<file path="src/rtl/vp_pkg.sv">
// Shared definitions for the vector-processor instruction sequencer:
// instruction layout, opcode encodings and sequencer FSM states.
package vp_pkg;

  localparam int INSTR_W  = 13;
  localparam int OP_MSB   = 12;
  localparam int OP_LSB   = 11;
  localparam int REG_MSB  = 10;
  localparam int REG_LSB  = 9;
  localparam int ADDR_MSB = 8;
  localparam int ADDR_LSB = 0;

  typedef enum logic [1:0] {
    OP_LOAD  = 2'b00,
    OP_STORE = 2'b01,
    OP_ADD   = 2'b10,
    OP_MUL   = 2'b11
  } opcode_t;

  typedef enum logic {
    ST_IDLE = 1'b0,
    ST_EXEC = 1'b1
  } state_t;

endpackage

</file>
<file path="src/rtl/vp_instr_fifo.sv">
// Synchronous instruction FIFO with a flush that clears pointers and count
// while still letting a same-edge pop read the old head.
module vp_instr_fifo
  import vp_pkg::*;
#(
  parameter int DEPTH = 8
) (
  input  logic                     clk,
  input  logic                     rst,
  input  logic                     push,
  input  logic [INSTR_W-1:0]       push_data,
  input  logic                     pop,
  input  logic                     flush,
  output logic [INSTR_W-1:0]       head,
  output logic                     full,
  output logic                     empty,
  output logic [$clog2(DEPTH):0]   count
);

  localparam int AW = $clog2(DEPTH);
  localparam int CW = AW + 1;

  logic [INSTR_W-1:0] mem [DEPTH];
  logic [AW-1:0]      wr_ptr;
  logic [AW-1:0]      rd_ptr;
  logic               push_ok;
  logic               pop_ok;

  assign full    = (count == CW'(DEPTH));
  assign empty   = (count == '0);
  // A full FIFO refuses a push even when a pop frees a slot on the same edge.
  assign push_ok = push && !full && !flush;
  assign pop_ok  = pop && !empty;
  assign head    = mem[rd_ptr];

  always_ff @(posedge clk) begin
    if (push_ok) begin
      mem[wr_ptr] <= push_data;
    end
  end

  always_ff @(posedge clk) begin
    if (rst || flush) begin
      wr_ptr <= '0;
      rd_ptr <= '0;
      count  <= '0;
    end else begin
      if (push_ok) begin
        wr_ptr <= wr_ptr + AW'(1);
      end
      if (pop_ok) begin
        rd_ptr <= rd_ptr + AW'(1);
      end
      count <= count + CW'(push_ok) - CW'(pop_ok);
    end
  end

endmodule

</file>
<file path="src/rtl/vp_instr_sequencer.sv">
// Issues buffered vector instructions to the processor one at a time, holding
// each for a per-opcode window and chaining the next issue with no bubble.
module vp_instr_sequencer
  import vp_pkg::*;
#(
  parameter int DEPTH     = 8,
  parameter int LAT_LOAD  = 10,
  parameter int LAT_STORE = 10,
  parameter int LAT_ADD   = 10,
  parameter int LAT_MUL   = 10
) (
  input  logic                     clk,
  input  logic                     rst,
  input  logic [INSTR_W-1:0]       in_instr,
  input  logic                     in_valid,
  output logic                     in_ready,
  input  logic                     pause,
  input  logic                     flush,
  output logic [INSTR_W-1:0]       instr,
  output logic                     instr_valid,
  output logic                     done,
  output logic                     busy,
  output logic [$clog2(DEPTH):0]   fifo_count,
  output logic [15:0]              retired
);

  state_t             state;
  state_t             state_next;
  logic [7:0]         cnt;
  logic [7:0]         cnt_next;
  logic [7:0]         lat_sel;
  logic [INSTR_W-1:0] instr_next;
  logic [INSTR_W-1:0] head;
  logic               fifo_full;
  logic               fifo_empty;
  logic               issue;
  opcode_t            head_op;

  vp_instr_fifo #(
    .DEPTH (DEPTH)
  ) u_fifo (
    .clk       (clk),
    .rst       (rst),
    .push      (in_valid),
    .push_data (in_instr),
    .pop       (issue),
    .flush     (flush),
    .head      (head),
    .full      (fifo_full),
    .empty     (fifo_empty),
    .count     (fifo_count)
  );

  assign in_ready    = !fifo_full;
  assign instr_valid = (state == ST_EXEC);
  assign busy        = instr_valid || !fifo_empty;
  // Decoded purely from registers so the processor never sees an input-driven glitch.
  assign done        = (state == ST_EXEC) && (cnt == 8'd0);

  always_comb begin
    head_op = opcode_t'(head[OP_MSB:OP_LSB]);
    case (head_op)
      OP_LOAD:  lat_sel = 8'(LAT_LOAD);
      OP_STORE: lat_sel = 8'(LAT_STORE);
      OP_ADD:   lat_sel = 8'(LAT_ADD);
      default:  lat_sel = 8'(LAT_MUL);
    endcase
  end

  // Issue happens from IDLE or in the last window cycle, which gives back-to-back windows.
  always_comb begin
    state_next = state;
    cnt_next   = cnt;
    instr_next = instr;
    issue      = !pause && !fifo_empty && ((state == ST_IDLE) || done);
    if (issue) begin
      state_next = ST_EXEC;
      cnt_next   = lat_sel - 8'd1;
      instr_next = {head[OP_MSB:OP_LSB], head[REG_MSB:REG_LSB], head[ADDR_MSB:ADDR_LSB]};
    end else if (done) begin
      state_next = ST_IDLE;
    end else if (state == ST_EXEC) begin
      cnt_next = cnt - 8'd1;
    end
  end

  always_ff @(posedge clk) begin
    if (rst) begin
      state   <= ST_IDLE;
      cnt     <= 8'd0;
      instr   <= '0;
      retired <= 16'd0;
    end else begin
      state   <= state_next;
      cnt     <= cnt_next;
      instr   <= instr_next;
      retired <= retired + 16'(done);
    end
  end

endmodule

</file>
<file path="config.mk">
export PLATFORM = sky130hd
export DESIGN_NAME = vp_instr_sequencer
export DESIGN_NICKNAME = d
export VERILOG_FILES = /design/src/rtl/vp_pkg.sv /design/src/rtl/vp_instr_fifo.sv /design/src/rtl/vp_instr_sequencer.sv
export SDC_FILE = /design/constraint.sdc
export NUM_CORES = 1
export LEC_CHECK = 0
export CAP_MARGIN = 20
export CORE_MARGIN = 4
export CORE_UTILIZATION = 57
export DETAILED_ROUTE_END_ITERATION = 12
export PLACE_DENSITY = 0.79
export SLEW_MARGIN = 40
export SYNTH_ARGS = -nofsm -noshare
export SYNTH_HDL_FRONTEND = slang
export SYNTH_SLANG_ARGS = --single-unit
export TNS_END_PERCENT = 5
</file>
<file path="constraint.sdc">
create_clock -name clk -period 3.92 [get_ports clk]
set_clock_uncertainty 0.15 [all_clocks]
set_input_delay 0.588 -clock clk [delete_from_list [all_inputs] [get_ports clk]]
set_output_delay 0.588 -clock clk [all_outputs]
set_load 0.03 [all_outputs]
</file>
# Word-level counts from Yosys, hierarchy flattened
# Memories as Yosys holds them, arrays and structs flattened. A register that Yosys moved wholly into a read port is not among the register bits.
# Index checks and enable logic that the tools add are counted.
# totals
reg_bits,35
ramBits,104
input_bits,18
output_inout_bits,37
elab_cells,45
mem_count,1
# mem_list
name,depth,word_bits,read_ports,rd_clocked_by_memory_dff,write_ports,line,rtl
u_fifo.mem,8,13,1,1,1,vp_instr_fifo.sv:23,logic [INSTR_W-1:0] mem [DEPTH];
# classes
add_sub_neg,6
eq_ne,2
mux,7
bitwise_logic,2
reduce_logical,20
# op_table
cell,n
16-bit by 1-bit adder with 16-bit output,1
4-bit 2-to-1 mux,3
8-bit logical NOT,1
8-bit by 1-bit subtractor with 8-bit output (second input constant),1
3-bit by 1-bit adder with 3-bit output (second input constant),2
1-bit logical AND,6
4-bit by 1-bit adder with 4-bit output,1
4-bit == test (second input constant),1
1-bit logical NOT,4
4-bit logical NOT,1
1-bit 2-to-1 mux,4
2-bit AND reduction,2
2-bit nonzero test,2
4-bit by 1-bit subtractor with 4-bit output,1
1-bit logical OR,3
2-bit by 1-bit inequality test with 1-bit output (second input constant),1
1-bit NOT,2
2-bit OR reduction,1

# Depth between registers and ports, before layout
# Gate-level depths: netlist (run 1).
# logic_depth
ltp_word,6
ltp_mapped,13
depth_no_buf,12

# Cells and area by module
# A second synthesis (run 1) with hierarchy kept.
# unflattened
hier_cells,423
area_unflattened_um2,6387.4
# by_module_without_submodules
mod,n_inst,cells_per_inst,area_each_um2,seq_area_each_um2
vp_instr_fifo,1,232,4698.3,3383.2
vp_instr_sequencer,1,191,1689.1,760.7

# Worst setup path after synthesis (run 1)
# Ideal clock, no wire load.
# synth_timing
path_type,register to register
start,register u_fifo.count[2]
end,"memory u_fifo.mem[0][0], enable pin"
setup_ns,0.417
t_arrival_ns,2.983
path_slack_ns,0.370
path_stages_with_launch,7
n_path_buf,1
period_less_slack_ns,3.550
path_cell_list,dfxtp_1 inv_1 ha_1 or3b_2 clkbuf_1 nand3b_1 nor4_1
# synth_between
elab_chain_len,6
# synth_lines
element,line,rtl
"start, declared",vp_instr_fifo.sv:17,output logic [$clog2(DEPTH):0] count
"start signal, assigned",vp_instr_fifo.sv:54,count <= count + CW'(push_ok) - CW'(pop_ok);
4-bit == test,vp_instr_fifo.sv:29,assign full = (count == CW'(DEPTH));
1-bit logical NOT,n/a,
via in_ready,vp_instr_sequencer.sv:16,"output logic in_ready,"
1-bit logical AND (2 in a row),vp_instr_fifo.sv:32,assign push_ok = push && !full && !flush;
1-bit 2-to-1 mux,vp_instr_fifo.sv:37,if (push_ok) begin
1-bit 2-to-1 mux (implied by the code),vp_instr_fifo.sv:38,mem[wr_ptr] <= push_data;
"end, declared",vp_instr_fifo.sv:23,
# The timed path passes the listed nets, and every way through them passes these cells.

# Final worst setup path (run 1)
# layout_timing
start,register cnt[0]
end,output port done
# layout_between
elab_chain_len,2
# layout_lines
element,line,rtl
"start, declared",vp_instr_sequencer.sv:29,logic [7:0] cnt;
"start signal, assigned",vp_instr_sequencer.sv:95,cnt <= cnt_next;
8-bit logical NOT,vp_instr_sequencer.sv:58,assign done = (state == ST_EXEC) && (cnt == 8'd0);
1-bit logical AND,vp_instr_sequencer.sv:58,
"end, declared",vp_instr_sequencer.sv:21,"output logic done,"
# No other way between the ends.

==> impl_metrics.yaml, run 1 <==
sta:
  hold_viol_final: 0
  rsz0062_at_grt: "no"
  worstMarginPinSlew_ps: 653
  fin_crit_ps: 3090
  setup_violations: 0
  max-slew-margin-rel_pct: 56.5
  post-route-period-util_pct: 78.9
  tns_ps: 0
  slew_violations: 0
  fmaxAchievable_mhz: 323
global_routing:
  first_global_vias: 3782
  grtUsageTotal_pct: 20.9
  antenna_found_initial: 0
  grt_max_degree: 30
  grt.overflow.total: 0
  grt_pass1_wl_mm: 20.0
clocking:
  post_cts_buffers: 0
  numCtsBuffers: 17
  cts-root-buf: "clkbuf_8"
  tritoncts: "done"
  clock_sinks: 152
  holdBufCountCts: 0
  clk_latency_ps: 520
  h-tree-depth: 4
  clockBufferDepth: 2
  cts_resized: 0
  path_clk_slew_ps: 60
critical_path:
  critPathKind: "flip-flop to output port"
  worstSetupEndpointType: "output port"
  worstReg2RegStart: "cnt[0]"
  required_ps: 3180
  cp-start-kind: "flip-flop"
  rrSetupSlack_ps: 1080
  reg2reg_depth: 10
  crit_path_max_fanout: 5
  arrival_ps: 2360
  regToRegEndpoint: "retired[10]"
worst_hold_path:
  hold_path.class: "flip-flop to flip-flop"
  whs_endpoint: "retired[15]"
  whs_path_depth: 2
  min_from: "retired[15]"
route:
  ant_nets: 0
  vias_per_cell: 5.90
  wire_per_inst_um: 20.0
  dr.pass1.iters: 4
  wirelength_mm: 12.5
  vias: 3685
  drc: 0
  drtIter0Drc: 300
final_layout:
  fillers: 677
  area_delta_synth_final_pct: 21.3
  final_cells: 625
  drive_above_1_share_pct: 17.8
  fin_nets: 507
  antennaDiodeCount: 0
yosys:
  synth_cell_types: 46
  ys_ff_latch: 152
  yosysSeqAreaShare_pct: 66.5
  synth_cells: 410
  synth_warnings: 0
  post-synth-top-count-cell: "edfxtp_1"
  synth.top_cell.area_share_pct: 50.9
  synth_largest_area_cell: "edfxtp_1"
  synth.net_count: 441
  synth_top_cells_by_area: "edfxtp_1 (51%), dfxtp_1 (16%), mux4_2 (9.5%)"
  avgSynthCellArea_um2: 15.0
  syn-cell-area_um2: 6140
  async_flop_share_pct: 0
  ys_top_cells_by_count: "edfxtp_1 (104), dfxtp_1 (48), a21oi_1 (29)"
  synth_edf_count: 104
  yosys_most_used_dff: "edfxtp_1"
floorplan:
  io_pins: 55
  rows: 37
  chipWidth_um: 112
  fp.dieH_um: 112
  die_area_um2: 12500
  initial_core_util_pct: 58.9
  coreArea_um2: 10400
job:
  maxCapViolations: 0
power:
  leakage_nw: 2.40
  sw_frac_of_total_pct: 30.1
  power.share.clock_pct: 33.3
  p_per_area_nw_per_um2: 622
  p_total_mw: 4.63
  seqPwrFrac_pct: 42.3
  power_frac_comb_pct: 24.4
  ir_drop_mv: 0.616
  p_int_mw: 3.24
  power_switching_mw: 1.40
placement:
  hpwl_mm: 7.65
  dp_cells: 593
  port_buffers: 54
  gp_congestion: 0.852
status:
  status: "finished clean"
==> per-layer routing <==
| layer | part of all wire, % | track usage, % | wire (um) | up-vias |
|---|---|---|---|---|
| li1 | - | - | - | 1724 |
| met1 | 41 | 25.7 | 5090 | 1843 |
| met2 | 53 | 37.0 | 6580 | 104 |
| met3 | 5.5 | 5.00 | 686 | 14 |
| met4 | 1.1 | 5.84 | 133 | 0 |
| met5 | 0 | 0 | 0 | - |
==> worst max-delay path: stages, from the launching register on <==
cell and delay (ps):
dfxtp_1 340, inv_1 100, ha_1 150, nor4b_2 310, and3_1 250, clkdlybuf4s50_1 680
==> state kept, by name (all words and copies together) (netlist names) <==
| register | count |
|---|---|
| u_fifo.rd_ptr | 3 |
| u_fifo.wr_ptr | 3 |
| instr | 13 |
| u_fifo.count | 4 |
| cnt | 8 |
| instr_valid | 1 |
| retired | 16 |
| u_fifo.mem | 104 |
==> metrics by stage <==
stage	setup slack, ps	area [um^2]	util (%)	hold slack [ps]
6_report	827	7450	71.5	343
4_1_cts	787	7450	71.5	329
2_1_floorplan	370	6140	-	321
3_5_place_dp	1110	6880	66.1	337
5_1_grt	678	7450	71.5	377
3_3_place_gp	1160	6880	66.1	312
==> worst max-delay path by stage <==
| stage | cells after the start | startpoint | slack [ps] | end |
|---|---|---|---|---|
| 6_report | 5 | cnt[0] | 830 | done |
| 5_1_grt | 5 | cnt[0] | 680 | done |
| 3_3_place_gp | 10 | pause | 1160 | u_fifo.count[2] |
| 2_1_floorplan | 6 | u_fifo.count[2] | 370 | u_fifo.mem[0][0] |
| 4_1_cts | 5 | cnt[0] | 790 | done |
| 3_5_place_dp | 12 | cnt[0] | 1110 | u_fifo.count[2] |
==> power by group through the flow <==
stage	registers (mW)	clock network, mW	logic, mW
floorplan	2.11	0	0.602
global placement	1.99	0	1.10
detailed placement	1.99	0	1.13
CTS	1.96	1.57	1.14
global route	1.98	1.64	1.22
finish	1.96	1.54	1.13
==> placed cells by master (no fill, tap or decap), types with 12 or more instances in the layout <==
cell type,instances
a211oi_1,15
a21oi_1,29
buf_4,13
clkbuf_16,16
clkdlybuf4s50_1,53
dfxtp_1,45
edfxtp_1,104
ha_1,12
inv_1,17
mux2i_1,13
mux4_2,26
nand2_1,13
nor2_1,20
==> kinds of logic (layout without fill, tap and decap cells) <==
logic type / after synthesis / after routing / synth area share [%]
flip-flops: 152 / 152 / 66.5
AND/OR/NAND/NOR: 94 / 94 / 8.48
AO/OA/AOI/OAI: 63 / 63 / 6.30
multiplexers: 39 / 39 / 11.7
buffers and inverters: 37 / 116 / 2.55
adder cells (fa/ha/maj): 13 / 13 / 2.77
XOR/XNOR: 12 / 12 / 1.71
==> cell type report <==
type                    count  area, um^2  area share, %
clock buffers              18         418           5.61
clock inverters            14         148           1.98
inverters                  17        63.8          0.857
multi-input cells         221        1930           25.9
flip-flops and latches    152        4090           54.9
well taps                 136         170           2.28
repair buffers             67         633           8.50
(Power assumes the default switching activity.)
==> run 2, diff against run 1 <==
--- a/config.mk
+++ b/config.mk
@@ -7,9 +7,9 @@
 export LEC_CHECK = 0
 export CAP_MARGIN = 20
 export CORE_MARGIN = 4
-export CORE_UTILIZATION = 57
+export CORE_UTILIZATION = 51
 export DETAILED_ROUTE_END_ITERATION = 12
-export PLACE_DENSITY = 0.79
+export PLACE_DENSITY = 0.75
 export SLEW_MARGIN = 40
 export SYNTH_ARGS = -nofsm -noshare
 export SYNTH_HDL_FRONTEND = slang
==> constraint.sdc (replaced) <==
create_clock -name clk -period 2.7 [get_ports clk]
set_clock_uncertainty 0.15 [all_clocks]
set_input_delay 0.405 -clock clk [delete_from_list [all_inputs] [get_ports clk]]
set_output_delay 0.405 -clock clk [all_outputs]
set_load 0.03 [all_outputs]
==> impl_metrics.yaml, run 2 (synthesized netlist as in run 1, its figures left out) <==
status:
  status: "finished clean"
final_layout:
  top_register: "u_fifo.mem"
  fin_nets: 516
  fillers: 809
  antennaDiodeCount: 0
  largestRegisters: "u_fifo.mem: 104 flops, retired: 16 flops, instr: 13 flops"
  post-route-util_pct: 66.4
  area_delta_synth_final_pct: 25.6
  seqCellArea_um2: 4090
  drive_above_1_share_pct: 20.5
  multiInputGateArea_um2: 2010
  final_common_cell: "edfxtp_1"
  fin_area_um2: 7710
  layout_common_cells: "edfxtp_1 (104), clkdlybuf4s50_1 (52), dfxtp_1 (44)"
  largest_reg_flops: 104
worst_hold_path:
  min_from: "retired[15]"
  whs_path_depth: 2
  hold_path.class: "flip-flop to flip-flop"
  whs_endpoint: "retired[15]"
power:
  p_per_area_nw_per_um2: 930
  power_frac_comb_pct: 25.0
  sw_frac_of_total_pct: 28.6
  seqPwrFrac_pct: 39.2
  p_int_mw: 5.12
  p_total_mw: 7.17
  power_switching_mw: 2.05
  ir_drop_mv: 0.657
  power.share.clock_pct: 35.8
  leakage_nw: 2.51
placement:
  port_buffers: 54
  pre_cts_ws_ps: -15.0
  hpwl_mm: 7.34
  postPlaceCellArea_um2: 7010
  gp_congestion: 0.787
critical_path:
  max_stage_delay_ps: 370
  cpMaxStageDelayCell: "or3_4"
  worstSetupEndpointType: "flip-flop"
  crit_chain: "inv_1 -> ha_1 -> nor4b_4 -> and3_4 -> ha_4 -> ha_4 -> nand2_1 -> or3_4 -> or3_1 -> a21oi_1"
  cp-start-kind: "flip-flop"
  required_ps: 2890
  regToRegEndpoint: "retired[10]"
  arrival_ps: 2710
  crit_path_max_fanout: 8
  rrSetupSlack_ps: 180
  worstReg2RegStart: "cnt[1]"
  critPathKind: "flip-flop to flip-flop"
  reg2reg_depth: 10
  critPathMostFrequentCell: "ha_4"
clocking:
  cts-root-buf: "clkbuf_16"
  h-tree-depth: 4
  tritoncts: "done"
  clockBufferDepth: 2
  path_clk_slew_ps: 60
  holdBufCountCts: 0
  numCtsBuffers: 17
  clock_sinks: 152
  clk_latency_ps: 410
sta:
  slew_violations: 0
  hold_viol_final: 0
  post-route-period-util_pct: 93.2
  fmaxAchievable_mhz: 398
  worstMarginPinSlew_ps: 781
  rsz0062_at_grt: "no"
  setup_violations: 0
  max-slew-margin-rel_pct: 47.9
  worst_slack_ps: 185
  fin_crit_ps: 2520
floorplan:
  fp.dieH_um: 118
  io_pins: 55
  chipWidth_um: 118
  coreArea_um2: 11600
  rows: 39
  die_area_um2: 13900
  initial_core_util_pct: 52.9
route:
  drtIter0Drc: 261
  wirelength_mm: 12.0
  drc: 0
  vias_per_cell: 5.74
  ant_nets: 0
  dr.pass1.iters: 4
  wire_per_inst_um: 18.7
  vias: 3682
job:
  maxCapViolations: 0
global_routing:
  grt_max_degree: 31
  first_global_vias: 3667
  grtUsageTotal_pct: 18.1
  grt_pass1_wl_mm: 19.4
  grt.overflow.total: 0
  antenna_found_initial: 0
[run 2: changes by cell type in the layout (fill, tap and decap cells not counted), moves of 2 or more]
| cell | change |
|---|---|
| nor3_4 | +3 |
| clkinvlp_4 | -3 |
| nor3_2 | -3 |
| ha_1 | -2 |
| dfxtp_2 | +2 |
| bufinv_16 | +3 |
| ha_4 | +2 |
| buf_4 | +8 |
[run 2: worst max-delay path by stage]
stage / startpoint / endpoint / slack, ps / cells past startpoint
floorplan: u_fifo.count[2] / u_fifo.count[1] / -9 / 10
global placement: cnt[1] / retired[12] / 80 / 10
detailed placement: cnt[1] / retired[12] / -20 / 10
CTS: u_fifo.count[2] / in_ready / 2 / 4
global route: cnt[1] / retired[12] / 30 / 10
finish: cnt[1] / retired[10] / 180 / 10
[run 2: repair_timing]
action	CTS	global route
pin swaps	0	1
endpoints found under the hold margin	0	0
setup endpoints to repair	5	7
resized for setup	3	6
setup buffers	0	2
[run 2: layout make-up]
cell class	instances	area share, %
Clock buffer	18	5.57
Clock inverter	14	2.81
Inverter	17	0.828
Multi-Input combinational cell	221	26.1
Sequential cell	152	53.0
Tap cell	143	2.32
Timing Repair Buffer	76	9.33
[run 2: routing by layer]
layer  global-route usage [%]  wire length [um]  vias to the layer above
met5                        0                 0                        -
met4                     5.64               137                        0
met3                     5.29               643                       12
met2                     29.9              5930                       91
met1                     23.1              5290                     1838
li1                         -                 -                     1741
[run 2: metrics by stage]
stage,setup TNS [ps],instances,hold WS [ps]
2_1_floorplan,-13.5,410,321
3_3_place_gp,0,607,313
3_5_place_dp,-19.7,607,339
4_1_cts,0,639,347
5_1_grt,0,641,386
6_report,0,641,342
[run 2: worst max-delay path, delay by kind of cell, from the launching register on]
kind / cells / cell delay (ps)
AO/OA/AOI/OAI: 1 / 150
adder cells (fa/ha/maj): 3 / 460
buffers and inverters: 1 / 90
flip-flops: 1 / 330
AND/OR/NAND/NOR: 5 / 1270
[run 2: power by group through the flow]
| stage | clock, mW | combinational (mW) | sequential [mW] |
|---|---|---|---|
| after detailed placement | 0 | 1.76 | 2.86 |
| after CTS | 2.62 | 1.77 | 2.81 |
| after floorplan | 0 | 0.910 | 3.07 |
| final | 2.57 | 1.79 | 2.81 |
| after global placement | 0 | 1.72 | 2.85 |
| after global routing | 2.73 | 1.96 | 2.83 |
